==> config.mk <==
export PLATFORM = sky130hd
export DESIGN_NAME = mux_sel_arbiter
export DESIGN_NICKNAME = d
export VERILOG_FILES = /design/src/rtl/mux_sel_pkg.sv /design/src/rtl/mux_sel_arbiter_rr_pick.sv /design/src/rtl/mux_sel_arbiter.sv
export SDC_FILE = /design/constraint.sdc
export NUM_CORES = 1
export LEC_CHECK = 0
export ABC_CLOCK_PERIOD_IN_PS = 2300
export BUFFER_PORTS_ARGS = -buffer_cell sky130_fd_sc_hd__buf_2
export CORE_UTILIZATION = 50
export CTS_BUF_LIST = sky130_fd_sc_hd__clkbuf_4 sky130_fd_sc_hd__clkbuf_8 sky130_fd_sc_hd__clkbuf_16
export CTS_CLUSTER_SIZE = 12
export DETAILED_ROUTE_END_ITERATION = 12
export PLACE_DENSITY = 0.84
export SYNTH_ARGS = -nofsm -noshare
export SYNTH_HDL_FRONTEND = slang
export SYNTH_SLANG_ARGS = --single-unit
==> constraint.sdc <==
create_clock -name clk -period 2.3 [get_ports clk]
set_clock_uncertainty 0.05 [all_clocks]
set_input_delay 0.46 -clock clk [delete_from_list [all_inputs] [get_ports clk]]
set_output_delay 0.46 -clock clk [all_outputs]
set_load 0.05 [all_outputs]
==> src/rtl/mux_sel_pkg.sv <==
// Shared types and constants for the 4-channel mux select arbiter.
// Holds the FSM state enum, channel count and select width.
package mux_sel_pkg;

  localparam int NUM_CH = 4;
  localparam int SEL_W  = 2;

  typedef enum logic {
    IDLE  = 1'b0,
    GRANT = 1'b1
  } state_t;

endpackage

==> src/rtl/mux_sel_arbiter_rr_pick.sv <==
// Combinational round-robin picker: first set req bit scanning
// upward from ptr (mod NUM_CH). Ports: req, ptr -> idx, any.
module rr_pick
  import mux_sel_pkg::*;
(
  input  logic [NUM_CH-1:0] req,
  input  logic [SEL_W-1:0]  ptr,
  output logic [SEL_W-1:0]  idx,
  output logic              any
);

  logic [SEL_W-1:0] cand;

  // Walk offsets high to low so the smallest offset wins.
  always_comb begin
    idx  = '0;
    cand = '0;
    any  = |req;
    for (int k = NUM_CH - 1; k >= 0; k--) begin
      cand = ptr + SEL_W'(k);
      if (req[cand]) idx = cand;
    end
  end

endmodule

==> src/rtl/mux_sel_arbiter.sv <==
// Round-robin burst arbiter driving a downstream 4:1 mux select.
// Ports: clk, rst (async high), req, out_ready -> sel, grant,
// out_valid, beat_cnt. FSM, counters and output regs live here.
module mux_sel_arbiter
  import mux_sel_pkg::*;
#(
  parameter int MAX_BURST = 4
) (
  input  logic              clk,
  input  logic              rst,
  input  logic [NUM_CH-1:0] req,
  input  logic              out_ready,
  output logic [SEL_W-1:0]  sel,
  output logic [NUM_CH-1:0] grant,
  output logic              out_valid,
  output logic [3:0]        beat_cnt
);

  localparam logic [3:0] MB = 4'(MAX_BURST);

  state_t            state, state_n;
  logic [SEL_W-1:0]  ptr, ptr_n;
  logic [SEL_W-1:0]  sel_n;
  logic [NUM_CH-1:0] grant_n;
  logic              valid_n;
  logic [3:0]        cnt_n;

  logic [SEL_W-1:0]  pick;
  logic              any;
  logic              accept;
  logic              last;
  logic              done;

  rr_pick u_pick (
    .req (req),
    .ptr (ptr),
    .idx (pick),
    .any (any)
  );

  assign accept = out_valid & out_ready;
  assign last   = (beat_cnt + 4'd1) == MB;
  // Release on an accepted beat that ends the burst or the
  // channel's request.
  assign done   = accept & (last | ~req[sel]);

  always_comb begin
    state_n = state;
    ptr_n   = ptr;
    sel_n   = sel;
    grant_n = grant;
    valid_n = out_valid;
    cnt_n   = beat_cnt;
    unique case (state)
      IDLE: begin
        if (any) begin
          state_n = GRANT;
          sel_n   = pick;
          grant_n = {{(NUM_CH-1){1'b0}}, 1'b1} << pick;
          valid_n = 1'b1;
          cnt_n   = '0;
        end
      end
      GRANT: begin
        if (done) begin
          state_n = IDLE;
          ptr_n   = sel + SEL_W'(1);
          grant_n = '0;
          valid_n = 1'b0;
          cnt_n   = '0;
        end else if (accept) begin
          cnt_n = beat_cnt + 4'd1;
        end
      end
      default: begin
        state_n = IDLE;
      end
    endcase
  end

  always_ff @(posedge clk or posedge rst) begin
    if (rst) begin
      state     <= IDLE;
      ptr       <= '0;
      sel       <= '0;
      grant     <= '0;
      out_valid <= 1'b0;
      beat_cnt  <= '0;
    end else begin
      state     <= state_n;
      ptr       <= ptr_n;
      sel       <= sel_n;
      grant     <= grant_n;
      out_valid <= valid_n;
      beat_cnt  <= cnt_n;
    end
  end

endmodule

==> results of run 1 <==
## layer usage
layer	share of wire (%)	up-vias	global-route usage, %
li1	-	296	-
met2	49	19	36.3
met1	44	285	29.0
met5	0	-	0
met3	4.6	4	7.22
met4	1.9	0	7.76
## logic make-up after synthesis
family	after synthesis
AOI/OAI and AO/OA	25
and+or+nand+nor	22
DFF	14
buffers and inverters	4
muxes	2
xor gates and xnor gates	1
adders and majority gates	1
## cells in the final DEF, fill, tap and decap left out, types with 2 or more instances in the layout
cell,n
sky130_fd_sc_hd__nand3_1,3
sky130_fd_sc_hd__a22o_1,4
sky130_fd_sc_hd__inv_1,4
sky130_fd_sc_hd__a21oi_1,4
sky130_fd_sc_hd__dfrtp_1,14
sky130_fd_sc_hd__nor2_1,6
sky130_fd_sc_hd__buf_2,17
sky130_fd_sc_hd__o21a_1,3
sky130_fd_sc_hd__o21ai_0,3
sky130_fd_sc_hd__a21o_1,2
sky130_fd_sc_hd__nand2_1,5
sky130_fd_sc_hd__clkbuf_4,3
## synth_stat cells, drive strengths merged
cell | instances | share of area (%)
nor2 | 7 | 4.0
mux2i | 1 | 1.4
nand3 | 3 | 2.1
a2111oi | 1 | 1.2
xnor2 | 1 | 1.2
and2b | 1 | 1.0
a22o | 4 | 4.8
a31oi | 1 | 0.86
dfrtp | 14 | 48
or3b | 1 | 1.2
ha | 1 | 1.7
a221o | 1 | 1.4
a21oi | 5 | 4.0
nor3 | 1 | 0.69
o21bai | 1 | 1.0
o21a | 3 | 3.1
nand2 | 5 | 2.6
inv | 4 | 2.1
a21o | 3 | 3.3
mux4 | 1 | 3.1
nor2b | 2 | 2.8
a221oi | 1 | 1.2
a32o | 1 | 1.4
and2 | 1 | 0.86
o21ai | 3 | 2.1
and4b | 1 | 1.4
a41oi | 1 | 1.2
## power groups by stage
stage	clock (mW)	sequential [mW]	combinational [mW]
floorplan	0	0.620	0.284
global placement	0	0.420	0.611
detailed placement	0	0.425	0.624
CTS	0.135	0.422	0.625
global route	0.149	0.438	0.672
finish	0.133	0.421	0.621
## critical path, stage by stage, from the launching register on
cell                      delay (ns)
sky130_fd_sc_hd__dfrtp_1        0.42
sky130_fd_sc_hd__ha_1           0.19
sky130_fd_sc_hd__or3b_2         0.50
sky130_fd_sc_hd__a21oi_2        0.29
sky130_fd_sc_hd__nor2_2         0.09
sky130_fd_sc_hd__a22o_1         0.26
## layout make-up
class	count	share of cell area, %
Inverter	4	1.76
Sequential cell	14	41.2
Clock buffer	3	2.65
Multi-Input combinational cell	51	42.2
Tap cell	15	2.21
Timing Repair Buffer	17	10.0
## state kept, by name, summed over array words and instances, names as in the netlist
| signal | count |
|---|---|
| beat_cnt | 4 |
| state | 1 |
| grant | 4 |
| ptr | 2 |
| sel | 2 |
| out_valid | 1 |
## worst max-delay path by stage
stage | start | to | slack [ns] | cells after the start
floorplan | beat_cnt[0]$_DFFE_PP0P_ | grant[1]$_DFFE_PP0P_ | 0.17 | 5
global placement | req[3] | grant[1]$_DFFE_PP0P_ | 0.44 | 5
detailed placement | req[3] | grant[3]$_DFFE_PP0P_ | 0.39 | 5
CTS | beat_cnt[0]$_DFFE_PP0P_ | grant[3]$_DFFE_PP0P_ | 0.39 | 5
global route | beat_cnt[0]$_DFFE_PP0P_ | grant[3]$_DFFE_PP0P_ | 0.27 | 5
finish | beat_cnt[0]$_DFFE_PP0P_ | grant[3]$_DFFE_PP0P_ | 0.39 | 5
==> run summary, run 1 <==
The run finished with clean final reports. The clock passes through at most 2 buffers. The internal power of the cells totals 0.599 mW. Using the TritonRoute via totals, the vias-per-cell ratio works out to 5.81.

The largest driver fanout on the critical path is 6. The launch point of the worst reg-to-reg path is beat_cnt[0]$_DFFE_PP0P_. After clock tree synthesis, the setup repair step added 0 buffers. The worst setup path is launched from a flop. In this run, the combinational gates consume 52.8% of the power. The detail route stage leaves a number of antenna-violating nets equal to 0. The number of filler instances in the final layout was 118; the number of cell instances on the worst register-to-register path was 5.

Measured against the total synthesized area, the mux share comes to 4.49%. The die is 40.1 um wide. The count of cells in the finished layout, fillers not included, comes to 104. TritonCTS built the clock tree.

The mapped netlist covers 724 um2. For the number of global-route vias before repair, the log shows 543. The final max-slew violation count is 0, and the number of sinks handled by clock tree synthesis is 14. The logs give 69 for the post-synthesis instance total and 604 for the number of vias in the routed layout. The switching component of the power is 0.577 mW.

Counting every net in the synthesized netlist gives 77. For the pin with the worst max-slew slack, the measured transition is 0.590 ns. At the end of routability-driven placement, the weighted congestion stood at 0.880. The class of the most critical hold timing path was input pin to asynchronous set/reset pin.

For flop-to-flop paths, the worst setup slack is 0.39 ns. Compared with the post-synthesis result, the final layout area differs by 17.4%. Counting the buffers created by CTS gives 3. The total area of multi-input combinational cells was 359 um2; the overall power of the completed layout was 1.18 mW. After synthesis, flip-flops and latches occupy 48.4% of the total area. In the routed design, unresolved DRC markers number 0. The number of violations of the max-capacitance limit was 0; the clock insertion delay at the later pin of the skew report was 0.27 ns.

The first TritonRoute pass finished after 4 iterations. The total count of hold-check failures in the final report is 0. Entering global routing, the biggest net connects 15 pins. The minimum clock period after layout is 1.91 ns.

The number of hold-repair buffers added at the cts stage was 0; the setup TNS was 0 ns. Summed over all layers, the global routing overflow is 0. The worst hold-check slack came out at 0.160 ns. Final non-filler cell area: 851 um2. Clock-pin slew was measured on the worst setup and hold paths at 0.08 ns. After detailed placement, the total cell area comes to 828 um2.

After the first detailed-routing iteration, the DRC count stood at 10. The worst-case IR drop observed on VDD is 768 uV. Part of the cycle the worst path needs: 83.2%.

Fraction of power spent switching nets: 49.1%. For this run, the share of the core covered by cells in the final layout is 64.6%. The initial antenna violation count was 0. The global-route wire length before repair is 2.37 mm, and the arrival time of the worst setup path is 2.03 ns. The floorplan row count is 13, and the proportion of power drawn by the clock network is 11.4%. The number of flip-flops and latches in the synthesized netlist came out at 14. Yosys mapped the design onto 31 distinct sky130hd cell types. The estimated wirelength of the detail-placed design was 1.16 mm; the setup slack at placement was 0.388 ns. The antenna diode count was 0. The total of warnings raised by yosys is 0, and the total placed cells including tap cells is 101. Timing would allow up to 522 MHz. The tools report the total track usage as 22.8%. The H-tree depth reported by CTS is 1, and the starting utilization of the core area is 55.0%.

The tools report the sort of element at the end of the critical path as a flop. The parity-gate share of the synthesized area counting xor and xnor cells came out at 1.21%. After detailed routing, the total wire length is 1.50 mm. For the final critical-path setup slack, the log shows 0.385 ns. At the worst endpoint, the required time is 2.41 ns. Of the total synthesized cell area, the portion taken by AND, OR, NAND and NOR gates is 16.6%. Sequential cells burn 35.8% of the power. The floorplan step defined a die boundary enclosing 0.00161 mm2. Each instance of the synthesized netlist takes up on average 10.5 um2. The chip height is 40.1 um.

In this run the power density over the cells is 1380 mW/mm2. The arithmetic-cell share of the synthesized area counting full adders, half adders and majority gates is 1.73%. The combinational family with the most area after synthesis is compound AO/OA/AOI/OAI gates.

For this design the static power due to leakage is 0.433 nW. Summing all flip-flop and latch instances after layout gives 350 um2. The core region is 0.00132 mm2.

The capture instance of the worst register-to-register path was grant[3]$_DFFE_PP0P_. The number of input and output port buffers inserted was 17. Setup repair after global routing left no endpoint under its margin. The area fraction in compound gates after synthesis works out to 25.6%.

The critical path is of the flop to flop type. In the final layout, the share of cells above drive strength 1 is 29.2%. Setup violations remaining at the end of the flow were counted as 0. The run gives 18 as the number of primary I/O pins.

The tools report the count of nets after finishing as 99. After detailed routing, the average wire length per cell comes to 14.4 um. The number of gates resized after CTS was 0. The worst slew slack as a fraction of its limit was 59.7%.

The tree is rooted in a sky130_fd_sc_hd__clkbuf_4.
No activity file was read; power rests on OpenSTA's default activity.
==> run 2: changes to the inputs <==
--- a/config.mk
+++ b/config.mk
@@ -5,7 +5,7 @@
 export SDC_FILE = /design/constraint.sdc
 export NUM_CORES = 1
 export LEC_CHECK = 0
-export ABC_CLOCK_PERIOD_IN_PS = 2300
+export ABC_CLOCK_PERIOD_IN_PS = 1800
 export BUFFER_PORTS_ARGS = -buffer_cell sky130_fd_sc_hd__buf_2
 export CORE_UTILIZATION = 50
 export CTS_BUF_LIST = sky130_fd_sc_hd__clkbuf_4 sky130_fd_sc_hd__clkbuf_8 sky130_fd_sc_hd__clkbuf_16
==> constraint.sdc (replaced) <==
create_clock -name clk -period 1.8 [get_ports clk]
set_clock_uncertainty 0.05 [all_clocks]
set_input_delay 0.36 -clock clk [delete_from_list [all_inputs] [get_ports clk]]
set_output_delay 0.36 -clock clk [all_outputs]
set_load 0.05 [all_outputs]
==> run 2 against run 1 <==
Compared with the run above:
- critical path depth decreased by 1
- die area unchanged
- largest cell class unchanged
- setup slack got worse by 0.28 ns
- clock power is 50% higher
- register-to-register slack worse by 0.28 ns
- maximum frequency grew 13%
- cell area up 8.5%
- critical path type unchanged
- global-route usage increased by 2.7 points
- critical endpoint is now beat_cnt[2]$_DFFE_PP0P_
==> run summary, run 2 (synthesis gave the netlist of run 1 again) <==
Internal power comes to 0.839 mW. Data on the critical path is required at its endpoint by 1.92 ns. The overall power of the completed layout was 1.62 mW; the part of the cycle the worst path needs was 94.3%. The slew at the pin closest to its max-slew limit works out to 0.508 ns. The logs give 0 for the final max-slew violation count and 55.0% for the starting utilization of the core area.

The tree is rooted in a sky130_fd_sc_hd__clkbuf_4. The count of antenna-violating nets left after detailed routing came out at 0. Of the total power, combinational logic draws 53.9%. Summed over all nets, the half-perimeter wirelength after detailed placement is 1.20 mm. For the DRC violations left, the log shows 0.

The number of vias per cell was 6.03. The top cell types in the final layout, fill and taps aside, are 17 x sky130_fd_sc_hd__buf_2, 11 x sky130_fd_sc_hd__dfrtp_1, 6 x sky130_fd_sc_hd__nor2_1. The largest registers in the layout are beat_cnt (4), grant (4). The routed design has 1.61 mm of wire.

The most frequent standard cell in the layout excluding fill and tap cells is sky130_fd_sc_hd__buf_2. The growth of design area from synthesis to finish came out at 27.5%. The number of CTS-inserted buffers was 3. After the first detailed-routing iteration, the DRC count stood at 36.

The worst-case clock buffer depth is 2, and the chip height is 40.1 um. TritonCTS built the clock tree. After layout, the minimum clock period comes to 1.70 ns. The number of antenna diodes in the final layout is 0. The run finished with clean final reports. The number of global-route vias before repair was 625; the fraction of power spent switching nets was 48.1%. The total power per unit cell area was 1750 mW/mm2; the number of primary I/O pins was 18. The largest net degree at the start of global routing was 15; the worst slew slack as a fraction of its limit was 66.1%. Clock insertion delay at the later pin of the skew report: 0.28 ns. The run gives 0 ns as the setup TNS. The overall die width is 40.1 um. For this design the total switching power over the nets is 0.777 mW. The ratio of cells with drive above 1 in the final layout was 37.9%; the number of sinks handled by clock tree synthesis was 14. Global routing consumed, over all layers together, 25.5% of the routing resources.

The class of the most critical hold timing path was input pin to asynchronous set/reset pin. The die footprint was 0.00161 mm2; the global placement routability congestion was 0.903. The tools report the total count of hold-check failures in the final report as 0. Setup repair after global routing left no endpoint under its margin.

At the worst endpoint, the arrival time is 1.82 ns. For this run, the post-layout net count is 104. The number of input and output port buffers inserted was 17; the remaining global-route overflow was 0.

The core outline area came out at 0.00132 mm2. The first global-routing pass estimated 2.63 mm of wire. The tools report the initial antenna violation count as 0. The worst setup path is launched from a flop. The first TritonRoute pass finished after 4 iterations. The run gives 12.3% as the proportion of power drawn by the clock network. The final route contains 663 vias. Kind of critical path: flop to flop. Sequential cells burn 33.7% of the power.

Clock-pin slew was measured on the worst setup and hold paths at 0.08 ns. Setup violations remaining at the end of the flow were counted as 0. The number of violations of the max-capacitance limit is 0.

The largest driver fanout on the critical path works out to 6. For this design the static power due to leakage is 0.461 nW. H-tree depth reported by CTS: 1. The worst setup path is captured at a flop. Floorplan row count: 13. VDD sags by at most 1210 uV. For the maximum clock rate, the log shows 589 MHz. The detail-routed net length per standard cell was 14.7 um.
==> run 2: final timing paths <==
path                                 startpoint                       to  slack (ns)  depth (start not counted)
max                          sel[0]$_DFFE_PP0P_  beat_cnt[2]$_DFFE_PP0P_        0.10                          4
min                                         rst     grant[1]$_DFFE_PP0P_        0.04                          2
max reg2reg                  sel[0]$_DFFE_PP0P_  beat_cnt[2]$_DFFE_PP0P_        0.10                          4
min reg2reg                grant[0]$_DFFE_PP0P_     grant[0]$_DFFE_PP0P_        0.46                          1
max in group asynchronous                   rst       sel[0]$_DFFE_PP0P_        1.28                          2
min in group clk                      out_ready          state$_DFF_PP0_        0.34                          3
==> run 2: cell type report <==
class,instances,area [um2]
clock buffer,4,30.0
timing repair buffer,22,123
fill,103,394
tap,15,18.8
inverter,4,15.0
sequential,14,354
multi-input combinational,51,383
==> run 2: power by group through the flow <==
stage | clock network, mW | registers (mW) | logic, mW
after detailed placement | 0 | 0.547 | 0.865
after CTS | 0.204 | 0.543 | 0.871
final | 0.199 | 0.545 | 0.872
after global placement | 0 | 0.538 | 0.849
after floorplan | 0 | 0.805 | 0.378
after global routing | 0.220 | 0.565 | 0.934
==> run 2: layer usage <==
layer | vias up | wire length (um) | global-route usage (%)
met1 | 320 | 714 | 29.7
met4 | 0 | 44 | 16.4
met3 | 8 | 78 | 6.67
met5 | - | 0 | 0
li1 | 312 | - | -
met2 | 23 | 775 | 41.1
==> run 2: stage by stage <==
stage / hold slack (ns) / area (um2) / worst slack [ns] / instances / util, %
2_1_floorplan: 0.199 / 751 / -0.0892 / 69 / -
3_3_place_gp: 0.363 / 892 / 0.0427 / 106 / 67.7
3_5_place_dp: 0.370 / 892 / 0.0189 / 106 / 67.7
4_1_cts: 0.0619 / 922 / 0.104 / 110 / 70.0
5_1_grt: 0.0869 / 923 / 0.0547 / 110 / 70.1
6_report: 0.0414 / 923 / 0.104 / 110 / 70.1
==> run 2: worst max-delay path, stage by stage, from the launching register on <==
cell and delay, ns:
sky130_fd_sc_hd__dfrtp_2 0.38, sky130_fd_sc_hd__mux4_2 0.56, sky130_fd_sc_hd__nor2b_4 0.17, sky130_fd_sc_hd__and4b_1 0.18, sky130_fd_sc_hd__a221o_1 0.25
==> run 2: what timing repair did <==
item,4_1_cts,5_1_grt
setup buffers,0,0
setup endpoints to repair,0,1
resized for setup,0,1
hold buffers,0,0
